--- src/rtl/ins_mem_writer_pkg.sv ---
// Shared definitions for the instruction-memory writer: FSM states and
// memory geometry constants.
package ins_mem_writer_pkg;

    localparam int unsigned MEM_BYTES = 32768;
    localparam int unsigned ADDR_W    = 15;
    localparam int unsigned MAX_WORDS = MEM_BYTES / 4;
    localparam int unsigned LEN_W     = 14;

    typedef enum logic [1:0] {
        ST_IDLE,
        ST_LOAD,
        ST_DONE
    } state_t;

endpackage

--- src/rtl/ins_mem_writer_word_serializer.sv ---
// Captures a 32-bit word and emits it as four bytes, most significant first,
// one byte per cycle.
module word_serializer (
    input  logic        clk,
    input  logic        rst_n,
    input  logic        load,
    input  logic [31:0] word_in,
    output logic        pending,
    output logic        last_lane,
    output logic [7:0]  byte_out
);

    logic [31:0] word_q;
    logic [1:0]  lane;

    always_ff @(posedge clk or negedge rst_n) begin
        if (!rst_n) begin
            word_q  <= '0;
            lane    <= '0;
            pending <= 1'b0;
        end else if (load) begin
            // A reload on the last lane chains words with no gap cycle.
            word_q  <= word_in;
            lane    <= '0;
            pending <= 1'b1;
        end else if (pending) begin
            lane <= lane + 2'd1;
            if (lane == 2'd3) begin
                pending <= 1'b0;
            end
        end
    end

    always_comb begin
        byte_out = '0;
        case (lane)
            2'd0:    byte_out = word_q[31:24];
            2'd1:    byte_out = word_q[23:16];
            2'd2:    byte_out = word_q[15:8];
            default: byte_out = word_q[7:0];
        endcase
    end

    assign last_lane = pending && (lane == 2'd3);

endmodule

--- src/rtl/ins_mem_writer.sv ---
// Loads a stream of 32-bit instruction words into byte-wide instruction
// memory, big-endian, and keeps a running checksum of the accepted words.
module ins_mem_writer #(
    parameter int unsigned MEM_BYTES = ins_mem_writer_pkg::MEM_BYTES,
    parameter int unsigned ADDR_W    = ins_mem_writer_pkg::ADDR_W
) (
    input  logic              clk,
    input  logic              rst_n,
    input  logic              start,
    input  logic [13:0]       len_words,
    input  logic [31:0]       word_in,
    input  logic              word_valid,
    output logic              word_ready,
    output logic              mem_we,
    output logic [ADDR_W-1:0] mem_addr,
    output logic [7:0]        mem_wdata,
    output logic              busy,
    output logic              done,
    output logic              error,
    output logic [31:0]       checksum
);

    import ins_mem_writer_pkg::*;

    localparam logic [LEN_W:0] MAX_LEN = (LEN_W + 1)'(MEM_BYTES / 4);

    state_t            state, state_nx;
    logic [LEN_W-1:0]  words_left;
    logic [ADDR_W-1:0] addr;
    logic [31:0]       sum;
    logic              err_q;

    logic              ser_pending;
    logic              ser_last;
    logic [7:0]        ser_byte;

    logic              take_start;
    logic              len_zero;
    logic              len_over;
    logic              accept;
    logic              last_byte;

    word_serializer u_ser (
        .clk       (clk),
        .rst_n     (rst_n),
        .load      (accept),
        .word_in   (word_in),
        .pending   (ser_pending),
        .last_lane (ser_last),
        .byte_out  (ser_byte)
    );

    always_comb begin
        take_start = start && ((state == ST_IDLE) || (state == ST_DONE));
        len_zero   = (len_words == '0);
        len_over   = ({1'b0, len_words} > MAX_LEN);
        // Ready on the final byte lane lets the next word follow back-to-back.
        word_ready = (state == ST_LOAD) && (words_left != '0) && (!ser_pending || ser_last);
        accept     = word_valid && word_ready;
        last_byte  = ser_last && (words_left == '0);

        state_nx = state;
        case (state)
            ST_IDLE, ST_DONE: begin
                if (start) begin
                    state_nx = (len_zero || len_over) ? ST_DONE : ST_LOAD;
                end
            end
            ST_LOAD: begin
                if (last_byte) begin
                    state_nx = ST_DONE;
                end
            end
            default: state_nx = ST_IDLE;
        endcase
    end

    always_ff @(posedge clk or negedge rst_n) begin
        if (!rst_n) begin
            state      <= ST_IDLE;
            words_left <= '0;
            addr       <= '0;
            sum        <= '0;
            err_q      <= 1'b0;
        end else begin
            state <= state_nx;
            if (take_start) begin
                words_left <= len_words;
                addr       <= '0;
                sum        <= '0;
                err_q      <= len_over;
            end
            if (accept) begin
                words_left <= words_left - LEN_W'(1);
                sum        <= sum + word_in;
            end
            if (ser_pending) begin
                addr <= addr + ADDR_W'(1);
            end
        end
    end

    assign busy      = (state == ST_LOAD);
    assign done      = (state == ST_DONE);
    assign error     = err_q;
    assign checksum  = sum;
    assign mem_we    = ser_pending;
    assign mem_addr  = addr;
    assign mem_wdata = ser_pending ? ser_byte : '0;

endmodule

--- config.mk ---
export PLATFORM = sky130hd
export DESIGN_NAME = ins_mem_writer
export DESIGN_NICKNAME = d
export VERILOG_FILES = /design/src/rtl/ins_mem_writer_pkg.sv /design/src/rtl/ins_mem_writer_word_serializer.sv /design/src/rtl/ins_mem_writer.sv
export SDC_FILE = /design/constraint.sdc
export NUM_CORES = 1
export LEC_CHECK = 0
export BUFFER_PORTS_ARGS = -buffer_cell sky130_fd_sc_hd__buf_2
export CAP_MARGIN = 20
export CELL_PAD_IN_SITES_DETAIL_PLACEMENT = 0
export CELL_PAD_IN_SITES_GLOBAL_PLACEMENT = 1
export CORE_MARGIN = 5
export CORE_UTILIZATION = 39
export DETAILED_ROUTE_END_ITERATION = 7
export GPL_TIMING_DRIVEN = 0
export HOLD_SLACK_MARGIN = 0.05
export PLACE_DENSITY = 0.74
export SETUP_SLACK_MARGIN = 0.05
export SLEW_MARGIN = 20
export SYNTH_ARGS = -nofsm -noshare
export SYNTH_HDL_FRONTEND = slang
export SYNTH_HIERARCHICAL = 1
export SYNTH_SLANG_ARGS = --single-unit
--- constraint.sdc ---
create_clock -name clk -period 2.34 [get_ports clk]
set_input_delay 0.234 -clock clk [delete_from_list [all_inputs] [get_ports clk]]
set_output_delay 0.234 -clock clk [all_outputs]
set_load 0.02 [all_outputs]
==> reports/results.txt, run 1 <==
outcome: finished, violations left
failing checks: negative setup slack
prevailing post-synth register cell: dfrtp_1
Port Buf Inserts: 109
Setup Viol. Count Final: 78
mux share of post-synthesis cell area: 0.0799
pre-CTS setup slack: -612 ps
initial core utilization: 0.397
Post-synth EDFFs: 0
actual slew at the worst max-slew pin: 778 ps
die area: 0.0187 mm²
Vias/cell: 5.58
Synth cell types: 61
DRT Pass-1 Iters: 5
largest family of logic cells by synthesized area: simple AND/OR/NAND/NOR gates
Max-slew headroom: 0.481
insertion delay to the later sink of the worst-skew pair: 350 ps
die height: 137 µm
Final Hold Vio Count: 0
antenna-violating nets left: 0
H-tree level count: 3
post-synthesis xor/xnor area fraction: 0.0530
CTS buffer count: 9
Final Instance Area: 0.00897 mm²
Syn-to-layout area delta: 42.8%
synthesized flop and latch total: 99
routed length per instance: 19.1 µm
storage element area: 0.00248 mm²
WL final: 20100 µm
area of the core: 0.0158 mm²
RSZ-0062 raised after global routing: yes
footprint of the multi-input gates: 0.00420 mm²
CP arrival: 3010 ps
commonest non-fill, non-tap cells in the layout: buf_2 (101), dfrtp_1 (93), nand2_1 (67)
sequential area share after synthesis: 0.395
clk sink count: 99
CTS tree: done
Critical Path RT: 2630 ps
CP Class: reg2reg
placed cells: 985
Clock Tree Buf Depth: 2
worst-path fanout max: 4
syn nets: 747
DRC Markers: 0
class of the worst hold path: in2reg
Post-Syn Instances: 659
RD Place Congestion: 0.875
Nets: 920
commonest non-fill, non-tap cell in the layout: buf_2
Critical Path Source Type: flop
Die X: 137 µm
Starting DRT DRC Count: 483
Simple-Gate Fraction of Synth Area: 0.185
max-slew violations: 0
Adder-Cell Fraction of Synth Area: 0.0769
dpl hpwl: 14000 µm
first-pass GRT wire length: 30500 µm
non-filler instance count after layout: 1053
Remaining Overflow, GRT: 0
# IOs: 110
PnR worst setup slack: -381 ps
share of layout cells above drive strength 1: 0.415
power per cell area: 1260 mW/mm²
largest net degree at the start of global routing: 77
Pleak: 4.10 nW
all-layer global routing usage: 0.208
initial antenna violation count: 0
Power Total: 0.0113 W
Tmin final: 2720 ps
Final Cycle Share: 1.16
# rows: 46
vias in the first global route: 5682
area post-placement: 0.00731 mm²
diode count: 0
root buf cell: clkbuf_16
CP endpoint kind: flop
fill count: 1382
max_cap viols: 0
ys async rst share: 1.00
f_max: 367 MHz
Clock Skew: 4.63 ps
mapped cell area: 0.00628 mm²
syn_area_per_cell: 9.53 µm²
clock-pin slew on the worst setup and hold paths: 70 ps
post-synthesis compound-gate area fraction: 0.169
YS warnings: 6
via count: 5873
IR drop worst, VDD: 0.496 mV
-- what timing repair did --
action                                  in CTS  in global routing
gates cloned                                 3                  5
endpoints found under the setup margin      90                 92
buffers inserted                            31                 18
resized for setup                           94                119
pin swaps                                   30                 43
endpoints found under the hold margin       23                  0
hold buffers                                 1                  0
-- through the flow --
step	util	TNS, ps	hold slack [ps]
floorplan	-	-9750	-61.6
global placement	0.460	-36550	460
detailed placement	0.462	-27950	125
CTS	0.524	-13190	109
global route	0.567	-22110	134
finish	0.567	-15720	126
-- per-layer routing --
metal  GRT usage  wire (µm)  vias up  share of wire
met3      0.0265        897       27          0.045
met4      0.0710        430        0          0.021
li1            -          -     2779              -
met2       0.344       9800      150           0.49
met1       0.284       9020     2917           0.45
met5           0          0        -              0
-- flip-flops by register name (all words and copies together), names as in the netlist --
register / count
checksum: 32
words_left: 14
u_ser/pending: 1
state: 2
u_ser/lane: 2
u_ser/word_q: 32
mem_addr: 15
error: 1
-- worst paths after layout --
kind / startpoint / to / slack [ps] / depth (start not counted)
min in group asynchronous: rst_n / checksum[22] / 310 / 2
max in group asynchronous: rst_n / checksum[2] / 1350 / 3
setup / recovery: checksum[11] / checksum[30] / -380 / 10
hold / removal: len_words[7] / words_left[7] / 130 / 3
setup reg to reg: checksum[11] / checksum[30] / -380 / 10
hold reg to reg: error / error / 470 / 2
-- power breakdown --
part | total, W | switching (W) | internal, W
Clock | 0.00173 | 0.000674 | 0.00106
Sequential | 0.00307 | 0.000661 | 0.00241
Combinational | 0.00653 | 0.00341 | 0.00313
-- area by class of cell --
class,count,area share
buffer,26,0.0307
clock buffer,13,0.0313
clock inverter,3,0.00753
inverter,17,0.00767
multi-input combinational,512,0.469
sequential,99,0.277
tap,216,0.0301
timing repair buffer,167,0.147
-- cells by family (layout without fill, tap and decap cells) --
group / count (synthesis) / in the layout
buffers and inverters: 48 / 226
flip-flops: 99 / 99
AND/OR/NAND/NOR: 234 / 234
AO/OA/AOI/OAI: 166 / 166
adder cells (fa/ha/maj): 38 / 38
multiplexers: 36 / 36
XOR/XNOR: 38 / 38
-- worst max-delay path: stages (launching register included) --
cell	delay, ps
dfrtp_2	440
ha_4	240
a211oi_2	240
nor2_1	110
o41ai_2	380
o21ai_2	160
a211oi_4	220
o31ai_2	110
and3_1	190
or4_1	470
nand3_1	90
-- cell usage after synthesis, types with 6 or more instances --
library cell	instances	area [µm²]
a21o_1	12	90.1
a21oi_1	38	190
a222oi_1	8	80.1
and2_1	14	87.6
buf_2	6	30.0
clkbuf_1	15	56.3
dfrtp_1	99	2480
ha_1	37	463
inv_1	15	56.3
mux2_4	27	405
nand2_1	72	270
nand2b_1	8	50.1
nand3_1	58	290
nand4_1	6	37.5
nor2_1	28	105
nor2b_1	14	87.6
nor3_1	7	35.0
o211ai_1	14	105
o21ai_0	54	270
xnor2_1	22	193
xor2_1	16	140
Note: power is estimated with default switching activity, not from simulation.
==> run 2, diff against run 1 <==
==> constraint.sdc (replaced) <==
create_clock -name clk -period 2.34 [get_ports clk]
set_input_delay 0.585 -clock clk [delete_from_list [all_inputs] [get_ports clk]]
set_output_delay 0.585 -clock clk [all_outputs]
set_load 0.02 [all_outputs]
==> reports/results.txt, run 2 (synthesized netlist as in run 1, its figures left out) <==
RSZ-0062 raised after global routing: yes (unchanged)
initial antenna violation count: 0 (unchanged)
class of the worst hold path: in2async (was in2reg)
Die X: 137 µm (unchanged)
failing checks: negative setup slack (unchanged)
diode count: 0 (unchanged)
Final Cycle Share: 1.14 (was 1.16)
Final Hold Vio Count: 0 (unchanged)
Clock Skew: 7.65 ps (was 4.63 ps)
CP max stage cell: dfrtp_1 (was or4_1)
WL final: 20200 µm (was 20100 µm)
critical path's largest stage delay: 420 ps (was 470 ps)
# IOs: 110 (unchanged)
commonest non-fill, non-tap cell in the layout: buf_2 (unchanged)
Nets: 924 (was 920)
all-layer global routing usage: 0.215 (was 0.208)
commonest non-fill, non-tap cells in the layout: buf_2 (99), dfrtp_1 (95), nand2_1 (68) (was buf_2 (101), dfrtp_1 (93), nand2_1 (67))
clock-pin slew on the worst setup and hold paths: 70 ps (about the same)
first-pass GRT wire length: 31400 µm (was 30500 µm)
fill count: 1364 (was 1382)
insertion delay to the later sink of the worst-skew pair: 350 ps (about the same)
share of layout cells above drive strength 1: 0.421 (was 0.415)
CP endpoint kind: flop (unchanged)
vias in the first global route: 5745 (was 5682)
DRT met1 WL: 9370 µm (was 9020 µm)
Starting DRT DRC Count: 473 (was 483)
DR WL met2: 9770 µm (was 9800 µm)
die area: 0.0187 mm² (unchanged)
area of the core: 0.0158 mm² (unchanged)
CTS tree: done (unchanged)
non-filler instance count after layout: 1056 (was 1053)
H-tree level count: 3 (unchanged)
Remaining Overflow, GRT: 0 (unchanged)
antenna-violating nets left: 0 (unchanged)
Clock Tree Buf Depth: 2 (unchanged)
highest metal used: met4 (unchanged)
critical path buffer and inverter count: 2 (was 0)
Syn-to-layout area delta: 43.9% (was 42.8%)
f_max: 375 MHz (was 367 MHz)
met3 wire len: 721 µm (was 897 µm)
via count: 5832 (was 5873)
Vias/cell: 5.52 (was 5.58)
max-slew violations: 0 (unchanged)
Hold Buf Count CTS: 0 (was 1)
Port Buf Inserts: 109 (unchanged)
root buf cell: clkbuf_16 (unchanged)
initial core utilization: 0.397 (unchanged)
power per cell area: 1260 mW/mm² (about the same)
worst-path fanout max: 3 (was 4)
storage element area: 0.00248 mm² (about the same)
DRT Pass-1 Iters: 6 (was 5)
max_cap viols: 0 (unchanged)
Layout Utilization: 0.571 (was 0.567)
RD Place Congestion: 0.868 (was 0.875)
routed length per instance: 19.1 µm (about the same)
Critical Path Source Type: flop (unchanged)
Pleak: 4.09 nW (was 4.10 nW)
CP cell instances: ha_4 -> nand4_1 -> buf_4 -> nor2_4 -> o311ai_4 -> buf_4 -> a21oi_4 -> a21o_1 -> a21o_1 -> a221oi_2 -> xor2_1 -> o21ai_1 (was ha_4 -> a211oi_2 -> nor2_1 -> o41ai_2 -> o21ai_2 -> a211oi_4 -> o31ai_2 -> and3_1 -> or4_1 -> nand3_1)
CTS buffer count: 9 (unchanged)
crit-path leading delay family: compound AO/OA/AOI/OAI gates (unchanged)
CP arrival: 2910 ps (was 3010 ps)
Setup Viol. Count Final: 82 (was 78)
clk sink count: 99 (unchanged)
die height: 137 µm (unchanged)
DRC Markers: 0 (unchanged)
actual slew at the worst max-slew pin: 874 ps (was 778 ps)
PnR worst setup slack: -329 ps (was -381 ps)
# rows: 46 (unchanged)
dpl hpwl: 13700 µm (was 14000 µm)
Max-slew headroom: 0.417 (was 0.481)
setup tns final: -12730 ps (was -15720 ps)
Critical Path RT: 2580 ps (was 2630 ps)
Tmin final: 2670 ps (was 2720 ps)
outcome: finished, violations left (unchanged)
footprint of the multi-input gates: 0.00426 mm² (was 0.00420 mm²)
IR drop worst, VDD: 0.564 mV (was 0.496 mV)
CP Class: reg2reg (unchanged)
largest net degree at the start of global routing: 77 (unchanged)
placed cells: 985 (unchanged)
-- run 2: cell types whose count changed in the layout (fill, tap and decap cells not counted), sizes merged --
cell           previous run  this run
buf                     174       183
dlygate4sd3               1         0
inv                      17        18
bufinv                    2         1
clkdlybuf4s15             0         1
clkbuf                   31        25
-- run 2: power by group --
group          leakage [nW]  total [W]  switching [W]  internal (W)
clock network         0.145    0.00158       0.000696      0.000888
registers              1.26    0.00309       0.000681       0.00241
logic                  2.69    0.00675        0.00350       0.00325
-- run 2: repair_timing --
action                                  4_1_cts  5_1_grt
pin swaps                                    59       48
gates resized for setup                     160       77
endpoints found under the setup margin       90       91
cloned                                       11        1
buffers inserted                             38       23
-- run 2: path summary, 6_finish.rpt --
path	startpoint	end	slack, ps	cells after the start
max in group asynchronous	rst_n	words_left[2]	1560	2
min in group clk	len_words[7]	words_left[7]	470	3
worst min-delay path	rst_n	checksum[25]	90	1
worst max register to register	checksum[5]	checksum[25]	-330	12
worst min register to register	error	error	480	2
worst max-delay path	checksum[5]	checksum[25]	-330	12
-- run 2: area by class of cell --
class | count | area share
Buffer | 26 | 0.0319
Clock inverter | 3 | 0.00512
Inverter | 17 | 0.00789
Multi-Input combinational cell | 512 | 0.472
Tap cell | 216 | 0.0299
Sequential cell | 99 | 0.275
Clock buffer | 12 | 0.0284
Timing Repair Buffer | 171 | 0.150
-- run 2: per-stage QoR --
step	setup WS, ps	power [W]	hold slack [ps]	area (µm²)
after global placement	-885	0.00794	457	7300
after global routing	-470	0.0121	104	9030
after floorplan	-304	0.00662	289	6490
after CTS	-379	0.0109	91.9	8730
after detailed placement	-902	0.00808	463	7340
final	-329	0.0114	90.0	9030
-- run 2: metal layers --
metal / track usage / up-vias
li1: - / 2779
met1: 0.300 / 2890
met2: 0.348 / 141
met3: 0.0279 / 22
met4: 0.0660 / 0
met5: 0 / -
-- run 2: worst register-to-register path, stage by stage (launching register included) --
cell and delay (ps):
dfrtp_1 420, ha_4 250, nand4_1 180, buf_4 160, nor2_4 40, o311ai_4 330, buf_4 190, a21oi_4 60
a21o_1 210, a21o_1 190, a221oi_2 260, xor2_1 190, o21ai_1 80
